<file path="config.mk">
export PLATFORM = sky130hd
export DESIGN_NAME = result_forward_pipe
export DESIGN_NICKNAME = d
export VERILOG_FILES = /design/src/rtl/pipe_pkg.sv /design/src/rtl/result_forward_pipe_load_use_detect.sv /design/src/rtl/result_forward_pipe.sv
export SDC_FILE = /design/constraint.sdc
export NUM_CORES = 1
export LEC_CHECK = 0
export ABC_AREA = 1
export ABC_CLOCK_PERIOD_IN_PS = 1400
export CAP_MARGIN = 5
export CORE_MARGIN = 8
export CORE_UTILIZATION = 40
export DETAILED_ROUTE_END_ITERATION = 10
export GPL_TIMING_DRIVEN = 0
export PLACE_DENSITY_LB_ADDON = 0.05
export SYNTH_ARGS = -nofsm -noshare
export SYNTH_HDL_FRONTEND = slang
export SYNTH_SLANG_ARGS = --single-unit
</file>
<file path="constraint.sdc">
create_clock -name clk -period 1.4 [get_ports clk]
set_input_delay 0.14 -clock clk [delete_from_list [all_inputs] [get_ports clk]]
set_output_delay 0.14 -clock clk [all_outputs]
set_load 0.02 [all_outputs]
</file>
<file path="src/rtl/pipe_pkg.sv">
// pipe_pkg
//   Shared types and constants for the result-forwarding pipeline.
//   - buf_rec_t : one pipeline buffer record {result, dst, wb, mem_read, mem_write}
//   - BUBBLE    : all-zero record, used for squashed or empty slots
//   - FLAG_C/Z/N: bit positions inside the 3-bit flag vector {C,Z,N}
//   - stall_state_t : RUN/HOLD states of the load-use stall FSM
//   PIPE_N / PIPE_RW are the record field widths. The top-level N/RW
//   parameters default to them and must stay equal to them.
package pipe_pkg;

    localparam int PIPE_N  = 16;
    localparam int PIPE_RW = 3;

    localparam int FLAG_C = 2;
    localparam int FLAG_Z = 1;
    localparam int FLAG_N = 0;

    typedef struct packed {
        logic [PIPE_N-1:0]  result;
        logic [PIPE_RW-1:0] dst;
        logic               wb;
        logic               mem_read;
        logic               mem_write;
    } buf_rec_t;

    localparam buf_rec_t BUBBLE = '0;

    typedef enum logic {
        ST_RUN  = 1'b0,
        ST_HOLD = 1'b1
    } stall_state_t;

endpackage

</file>
<file path="src/rtl/result_forward_pipe_load_use_detect.sv">
// load_use_detect
//   Detects a load in EX whose destination is read by the instruction in
//   decode, and raises a registered one-cycle stall for that pair.
//   Ports:
//     clk, rst                 : clock, synchronous active-high reset
//     ex_valid/ex_mem_read/ex_wb/ex_dst : EX-slot instruction description
//     id_src/id_dst, id_use_src/id_use_dst : decode operands and read enables
//     flush                    : EX slot is being squashed (suppresses stall)
//     stall                    : registered stall, high for exactly one cycle
module load_use_detect
    import pipe_pkg::*;
#(
    parameter int RW = PIPE_RW
) (
    input  logic          clk,
    input  logic          rst,
    input  logic          ex_valid,
    input  logic          ex_mem_read,
    input  logic          ex_wb,
    input  logic [RW-1:0] ex_dst,
    input  logic [RW-1:0] id_src,
    input  logic [RW-1:0] id_dst,
    input  logic          id_use_src,
    input  logic          id_use_dst,
    input  logic          flush,
    output logic          stall
);

    stall_state_t state, state_nxt;
    logic         hz;

    always_ff @(posedge clk) begin
        if (rst) state <= ST_RUN;
        else     state <= state_nxt;
    end

    always_comb begin
        state_nxt = state;
        hz = ex_valid & ex_mem_read & ex_wb &
             ((id_use_src & (id_src == ex_dst)) | (id_use_dst & (id_dst == ex_dst)));
        case (state)
            ST_RUN:  if (hz & ~flush) state_nxt = ST_HOLD;
            // The load has already moved to buf2, so HOLD never re-arms.
            ST_HOLD: state_nxt = ST_RUN;
            default: state_nxt = ST_RUN;
        endcase
    end

    assign stall = (state == ST_HOLD);

endmodule

</file>
<file path="src/rtl/result_forward_pipe.sv">
// result_forward_pipe
//   Two-deep result buffer (buf2, buf3) behind EX supplying forwarding
//   sources, a load-data latch, committed condition flags and an optional
//   load-use stall.
//   Optional feature: FWD_LOAD_USE_STALL_EN -- when defined, load_use_detect
//   generates a one-cycle stall on a load-use hazard; otherwise stall is 0
//   and software must separate loads from their consumers.
//   Ports:
//     clk, rst       : clock, synchronous active-high reset
//     ex_*           : EX-slot instruction (valid, result, dst, wb, load,
//                      store, flags, flag write enable)
//     id_*           : decode operand indices and read enables
//     flush          : squash the EX-slot instruction
//     mem_rdata      : data memory read data for the instruction in buf2
//     result_prev1/reg2_buf2/wb1 : buf2 forwarding source
//     result_prev2/reg2_buf3/wb2 : buf3 forwarding source
//     mem_read_load_case, memory_data_output_load_case : buf3 load info
//     ccr            : committed flags {C,Z,N}
//     stall          : freeze fetch/decode, bubble EX
module result_forward_pipe
    import pipe_pkg::*;
#(
    parameter int N  = PIPE_N,
    parameter int RW = PIPE_RW
) (
    input  logic          clk,
    input  logic          rst,
    input  logic          ex_valid,
    input  logic [N-1:0]  ex_result,
    input  logic [RW-1:0] ex_dst,
    input  logic          ex_wb,
    input  logic          ex_mem_read,
    input  logic          ex_mem_write,
    input  logic [2:0]    ex_flags,
    input  logic          ex_flags_we,
    input  logic [RW-1:0] id_src,
    input  logic [RW-1:0] id_dst,
    input  logic          id_use_src,
    input  logic          id_use_dst,
    input  logic          flush,
    input  logic [N-1:0]  mem_rdata,
    output logic [N-1:0]  result_prev1,
    output logic [RW-1:0] reg2_buf2,
    output logic          wb1,
    output logic [N-1:0]  result_prev2,
    output logic [RW-1:0] reg2_buf3,
    output logic          wb2,
    output logic          mem_read_load_case,
    output logic [N-1:0]  memory_data_output_load_case,
    output logic [2:0]    ccr,
    output logic          stall
);

    buf_rec_t     buf2, buf3;
    logic [N-1:0] ld_data;
    logic         capture;

`ifdef FWD_LOAD_USE_STALL_EN
    load_use_detect #(.RW(RW)) u_lud (
        .clk        (clk),
        .rst        (rst),
        .ex_valid   (ex_valid),
        .ex_mem_read(ex_mem_read),
        .ex_wb      (ex_wb),
        .ex_dst     (ex_dst),
        .id_src     (id_src),
        .id_dst     (id_dst),
        .id_use_src (id_use_src),
        .id_use_dst (id_use_dst),
        .flush      (flush),
        .stall      (stall)
    );
`else
    assign stall = 1'b0;
    // Decode operands only matter to the hazard detector.
    logic unused_id;
    assign unused_id = ^{id_src, id_dst, id_use_src, id_use_dst};
`endif

    // A stall cycle turns the EX slot into a bubble, as does a flush.
    assign capture = ex_valid & ~flush & ~stall;

    always_ff @(posedge clk) begin
        if (rst) begin
            buf2    <= BUBBLE;
            buf3    <= BUBBLE;
            ld_data <= '0;
            ccr     <= 3'b000;
        end else begin
            buf2 <= capture ? '{result:    ex_result,
                                dst:       ex_dst,
                                wb:        ex_wb,
                                mem_read:  ex_mem_read,
                                mem_write: ex_mem_write} : BUBBLE;
            buf3    <= buf2;
            ld_data <= mem_rdata;
            if (capture & ex_flags_we) begin
                ccr[FLAG_C] <= ex_flags[FLAG_C];
                ccr[FLAG_Z] <= ex_flags[FLAG_Z];
                ccr[FLAG_N] <= ex_flags[FLAG_N];
            end
        end
    end

    // Store flag has no consumer past buf2.
    logic unused_mem_write;
    assign unused_mem_write = buf3.mem_write;

    assign result_prev1                 = buf2.result;
    assign reg2_buf2                    = buf2.dst;
    // A load's buf2 result is its address, never forwardable data.
    assign wb1                          = buf2.wb & ~buf2.mem_read;
    assign result_prev2                 = buf3.result;
    assign reg2_buf3                    = buf3.dst;
    assign wb2                          = buf3.wb;
    assign mem_read_load_case           = buf3.mem_read;
    assign memory_data_output_load_case = ld_data;

endmodule
</file>
==> run_results.csv, run 1 <==
group,metric,value,unit
run_status,status,"finished, final reports clean",
die,dieWidth,86.2,um
layout,fill_cells,426,
critical_path,critPathLaunch,"result_prev2[14]",
timing,period_needed,1.37,ns
die,coreArea,4750,sq um
critical_path,worstReg2RegStart,"ccr[0]",
placed_design,placed_cells,395,
timing,hold_viol_final,0,
critical_path,cp_max_fo,1,
timing,clock_skew,0.00396,ns
critical_path,worstSetupEndpointType,"output port",
detailed_routing,via_per_inst,3.74,
layout,multiInputGateArea,288,sq um
critical_path,crit_path_cell_trace,"clkdlybuf4s50_1",
critical_path,required,1.26,ns
cts,clkTransAtPathRegs,0.07,ns
synthesis,yosysWarnings,0,
timing,setup_tns,0,ns
timing,finalSetupViolCount,0,
die,std_cell_rows,25,
critical_path,critPathArrivalTime,1.23,ns
detailed_routing,route.detailed.drc,0,
placed_design,gp_congestion,0.744,
synthesis,syn_nets,278,
cts,post_cts_buffers,0,
layout,regArea,1220,sq um
global_routing,first_global_vias,1522,
cts,clock-sinks,61,
placed_design,io_buffers,104,
die,pin_count,115,
cts,clk_path_buf_depth,2,
critical_path,r2r_end,"ccr[0]",
cts,cts_made_buffers,9,
global_routing,grt_first_pass_wirelength,6.93,mm
critical_path,ff2ff_path_depth,4,
detailed_routing,wl_per_cell,10.9,um
die,die_y,86.2,um
timing,rsz0062_at_grt,"false",
critical_path,crit_slowest_cell,"clkdlybuf4s50_1",
die,die-area,7440,sq um
worst_hold_path,hold_start,"mem_rdata[0]",
detailed_routing,detail-route-antenna-nets,0,
power,power.total,3.79,mW
global_routing,antenna_found_initial,0,
power,p_per_area,1150,nW/um^2
detailed_routing,drt_iter0_markers,46,
layout,final_layout_size_suffix_gt1_frac,0.131,
layout,fin_area,3300,sq um
worst_hold_path,hold_depth,3,
synthesis,ys_ff_latch,61,
flow_run,cap_viol_max_count,0,
critical_path,critPathKind,"register to output port",
layout,antenna_cells,0,
cts,h-tree-depth,3,
placed_design,dpl_cell_area,3100,sq um
worst_hold_path,hold_end,"memory_data_output_load_case[0]",
critical_path,cpLargestDelayFamily,"buffers and inverters",
placed_design,dp_hpwl,3.52,mm
critical_path,path_buf_inv,1,
global_routing,grt_max_degree,11,
detailed_routing,vias,1537,
critical_path,rrSetupSlack,0.80,ns
cts,cts_tree,"built",
die,start_util,0.415,
cts,worstSkewPairLatency,0.32,ns
synthesis,synth_cells,224,
global_routing,grt_util_all_layers,0.124,
layout,finalNetCount,393,
timing,drv_slew,0,
detailed_routing,dr.pass1.iters,4,
detailed_routing,wl,4.47,mm
layout,area_delta_synth_final,67.0,%
synthesis,synth-seq-area-share,0.619,
cts,ctsHoldBuffers,0,
critical_path,cp_slowest_stage_delay,0.61,ns
synthesis,synth.avg_cell_area,8.81,sq um
global_routing,grt-ovfl-total,0,
worst_hold_path,holdCritPathClass,"input pin to register",
timing,period_share,0.977,
cts,clockRootBuffer,"clkbuf_8",
layout,fin_cells,411,
timing,fmax,731,MHz
synthesis,syn-cell-area,1970,sq um
power,worst_ir_drop_vdd,0.685,mV
power,leakage,1.93,nW
synthesis,ys_types,12,
critical_path,critPathLaunchType,"register",
-- cell families after synthesis --
group	after synthesis	synth area share
buffers and inverters	89	0.235
and+or+nand+nor	73	0.144
DFF	61	0.619
other	1	0.00190
-- stage by stage --
stage               worst slack [ns]  hold slack (ns)  utilization
CTS                          0.00196            0.301        0.686
detailed placement             0.205            0.409        0.652
global placement               0.218            0.405        0.652
finish                        0.0324            0.327        0.693
global route                 0.00162            0.308        0.693
floorplan                      0.655            0.247            -
-- worst max-delay path by stage --
stage                                  endpoint  cells past startpoint
5_1_grt         memory_data_output_load_case[3]                      1
6_report                       result_prev2[14]                      1
3_3_place_gp                   result_prev2[11]                      4
4_1_cts        memory_data_output_load_case[15]                      1
2_1_floorplan                               wb1                      2
3_5_place_dp                    result_prev2[9]                      4
-- cells in the mapped netlist --
cell,n,area share
nor2_1,64,0.12
nand2_1,6,0.011
nand3_1,1,0.0025
nor2_2,1,0.0032
buf_4,20,0.076
dfxtp_1,61,0.62
buf_6,2,0.011
clkbuf_8,4,0.028
nand3_2,1,0.0051
inv_1,62,0.12
inv_2,1,0.0019
conb_1,1,0.0019
-- metal layers --
layer  up-vias  wire, um  track usage
met1       642      1760        0.117
li1        819         -            -
met4         0       114       0.0955
met3        11       397       0.0529
met2        65      2200        0.211
met5         -         0            0
-- sequential cells by signal (all words and copies together), names as in the netlist --
signal / count
result_prev2: 16
reg2_buf2: 3
ccr: 3
buf2: 2
mem_read_load_case: 1
reg2_buf3: 3
wb2: 1
memory_data_output_load_case: 16
result_prev1: 16
-- where the power goes --
group	internal (mW)	switching, mW	total [mW]	leakage, nW
combinational	0.228	0.175	0.403	1.32
clock	0.958	0.624	1.58	0.112
sequential	1.79	0.0160	1.81	0.499
-- layout by cell type (no fill, tap or decap), drive strengths merged --
cell type / netlist / routed
bufinv: 0 / 1
inv: 63 / 63
dlymetal6s2s: 0 / 14
clkinv: 0 / 3
conb: 1 / 1
dlygate4sd2: 0 / 38
clkbuf: 4 / 16
nand2: 6 / 6
clkdlybuf4s50: 0 / 52
nor2: 65 / 65
dfxtp: 61 / 61
buf: 22 / 22
nand3: 2 / 2
-- worst reg2reg max path: stages (launching register included) --
cell and delay [ns]:
dfxtp_1 0.31, inv_1 0.05, nand2_1 0.05, nand2_1 0.06
nor2_1 0.03
-- layout make-up --
cell class	count	share of cell area
inverters	63	0.0718
repair buffers	104	0.312
multi-input cells	74	0.0873
clock buffers	12	0.0501
well taps	67	0.0254
plain buffers	26	0.0691
flip-flops and latches	61	0.371
clock inverters	4	0.0137
-- timing repair --
| action | 4_1_cts | 5_1_grt |
|---|---|---|
| gates resized for setup | 38 | 14 |
| setup endpoints to repair | 38 | 14 |
| pin swaps | 0 | 0 |
Power figures use the tool's default switching activity.
==> run 2, diff against run 1 <==
--- a/config.mk
+++ b/config.mk
@@ -8,11 +8,14 @@
 export ABC_AREA = 1
 export ABC_CLOCK_PERIOD_IN_PS = 1400
 export CAP_MARGIN = 5
+export CELL_PAD_IN_SITES_DETAIL_PLACEMENT = 1
+export CELL_PAD_IN_SITES_GLOBAL_PLACEMENT = 1
 export CORE_MARGIN = 8
-export CORE_UTILIZATION = 40
+export CORE_UTILIZATION = 28
 export DETAILED_ROUTE_END_ITERATION = 10
 export GPL_TIMING_DRIVEN = 0
 export PLACE_DENSITY_LB_ADDON = 0.05
+export SLEW_MARGIN = 20
 export SYNTH_ARGS = -nofsm -noshare
 export SYNTH_HDL_FRONTEND = slang
 export SYNTH_SLANG_ARGS = --single-unit
==> run 2 against run 1 <==
Effect of this change: cell area down 0.11%; clock skew grew 0.00076 ns; highest routed layer unchanged; final cell count grew 6.6%; sequential share of layout area about the same.
==> run_results.csv, run 2 (synthesis gave the netlist of run 1 again) <==
group,metric,value,unit
critical_path,rrSetupSlack,0.79,ns
worst_hold_path,holdCritPathClass,"input pin to register",
die,die_y,99.9,um
cts,cts_made_buffers,9,
critical_path,cp_max_fo,1,
timing,whs,0.336,ns
critical_path,cp_slowest_stage_delay,0.60,ns
cts,post_cts_buffers,0,
power,power.total,3.55,mW
timing,fin_ws,0.0357,ns
die,pin_count,115,
critical_path,cpLargestDelayFamily,"buffers and inverters",
timing,fmax,733,MHz
timing,hold_viol_final,0,
detailed_routing,wl_met1,1.87,mm
placed_design,gp_congestion,0.693,
power,worst_ir_drop_vdd,0.370,mV
critical_path,path_buf_inv,1,
layout,area_delta_synth_final,66.8,%
timing,finalSetupViolCount,0,
detailed_routing,wl_met3,527,um
detailed_routing,maxUsedRoutingLayer,"met4",
layout,final_layout_size_suffix_gt1_frac,0.123,
detailed_routing,via_per_inst,3.59,
cts,worstSkewPairLatency,0.32,ns
placed_design,io_buffers,104,
layout,multiInputGateArea,288,sq um
timing,period_share,0.974,
critical_path,crit_slowest_cell,"clkdlybuf4s50_1",
global_routing,first_global_vias,1639,
layout,fill_cells,797,
cts,cts_resized,40,
layout,fin_cells,438,
timing,drv_slew,0,
layout,final_cell_mix,"nor2_1 (64), inv_1 (62), dfxtp_1 (61)",
global_routing,grt_util_all_layers,0.103,
power,p_per_area,1080,nW/um^2
layout,regArea,1220,sq um
detailed_routing,dr.pass1.iters,4,
global_routing,grt-ovfl-total,0,
die,die-area,9990,sq um
run_status,status,"finished, final reports clean",
layout,finalNetCount,393,
placed_design,dp_slack,0.200,ns
global_routing,antenna_found_initial,0,
die,dieWidth,99.9,um
detailed_routing,route.detailed.drc,0,
detailed_routing,wl_met2,2.40,mm
critical_path,worstSetupEndpointType,"output port",
critical_path,critPathLaunchType,"register",
placed_design,dp_hpwl,3.83,mm
layout,fin_util,0.485,
detailed_routing,vias,1574,
timing,setup_tns,0,ns
layout,fin_area,3290,sq um
placed_design,dpl_cell_area,3130,sq um
cts,clockRootBuffer,"clkbuf_8",
critical_path,required,1.26,ns
die,coreArea,6790,sq um
detailed_routing,wl_per_cell,11.2,um
layout,antenna_cells,0,
detailed_routing,detail-route-antenna-nets,0,
placed_design,placed_cells,424,
global_routing,grt_first_pass_wirelength,7.80,mm
cts,h-tree-depth,3,
detailed_routing,wl,4.91,mm
critical_path,crit_path_cell_trace,"clkdlybuf4s50_1",
cts,ctsHoldBuffers,0,
timing,rsz0062_at_grt,"false",
flow_run,cap_viol_max_count,0,
die,std_cell_rows,30,
critical_path,critPathArrivalTime,1.22,ns
timing,clock_skew,0.00472,ns
die,start_util,0.290,
cts,clk_path_buf_depth,2,
detailed_routing,drt_iter0_markers,8,
layout,layout_commonest_cell,"nor2_1",
timing,period_needed,1.36,ns
cts,clock-sinks,61,
global_routing,grt_max_degree,11,
critical_path,critPathKind,"register to output port",
cts,cts_tree,"built",
cts,clkTransAtPathRegs,0.06,ns
power,leakage,1.96,nW
[run 2: changes by cell type in the layout (fill, tap and decap cells not counted), sizes merged]
cell,previous run,this run
bufinv,1,0
clkdlybuf4s50,52,47
clkinv,3,2
dlygate4sd2,38,40
dlymetal6s2s,14,17
[run 2: layout make-up]
cell class	count	share of cell area
Sequential cell	61	0.371
Timing Repair Buffer	104	0.314
Multi-Input combinational cell	74	0.0874
Inverter	63	0.0718
Buffer	26	0.0692
Clock buffer	12	0.0471
Tap cell	96	0.0365
Clock inverter	2	0.00304
[run 2: layer usage]
metal | track usage | vias to the layer above
met2 | 0.170 | 60
met5 | 0 | -
met3 | 0.0484 | 9
li1 | - | 815
met1 | 0.103 | 690
met4 | 0.0629 | 0
[run 2: power by group]
group          leakage (nW)  total, mW  internal (mW)  switching [mW]
clock                0.0881       1.33          0.714           0.620
sequential            0.499       1.81           1.79          0.0154
combinational          1.37      0.406          0.227           0.178
total                  1.96       3.55           2.73           0.813
[run 2: final timing paths]
kind / start / cells after the start / endpoint
worst max-delay path: memory_data_output_load_case[3] / 1 / memory_data_output_load_case[3]
worst min-delay path: ex_result[2] / 3 / result_prev1[2]
worst max register to register: ccr[1] / 4 / ccr[1]
worst min register to register: result_prev1[15] / 2 / result_prev2[15]
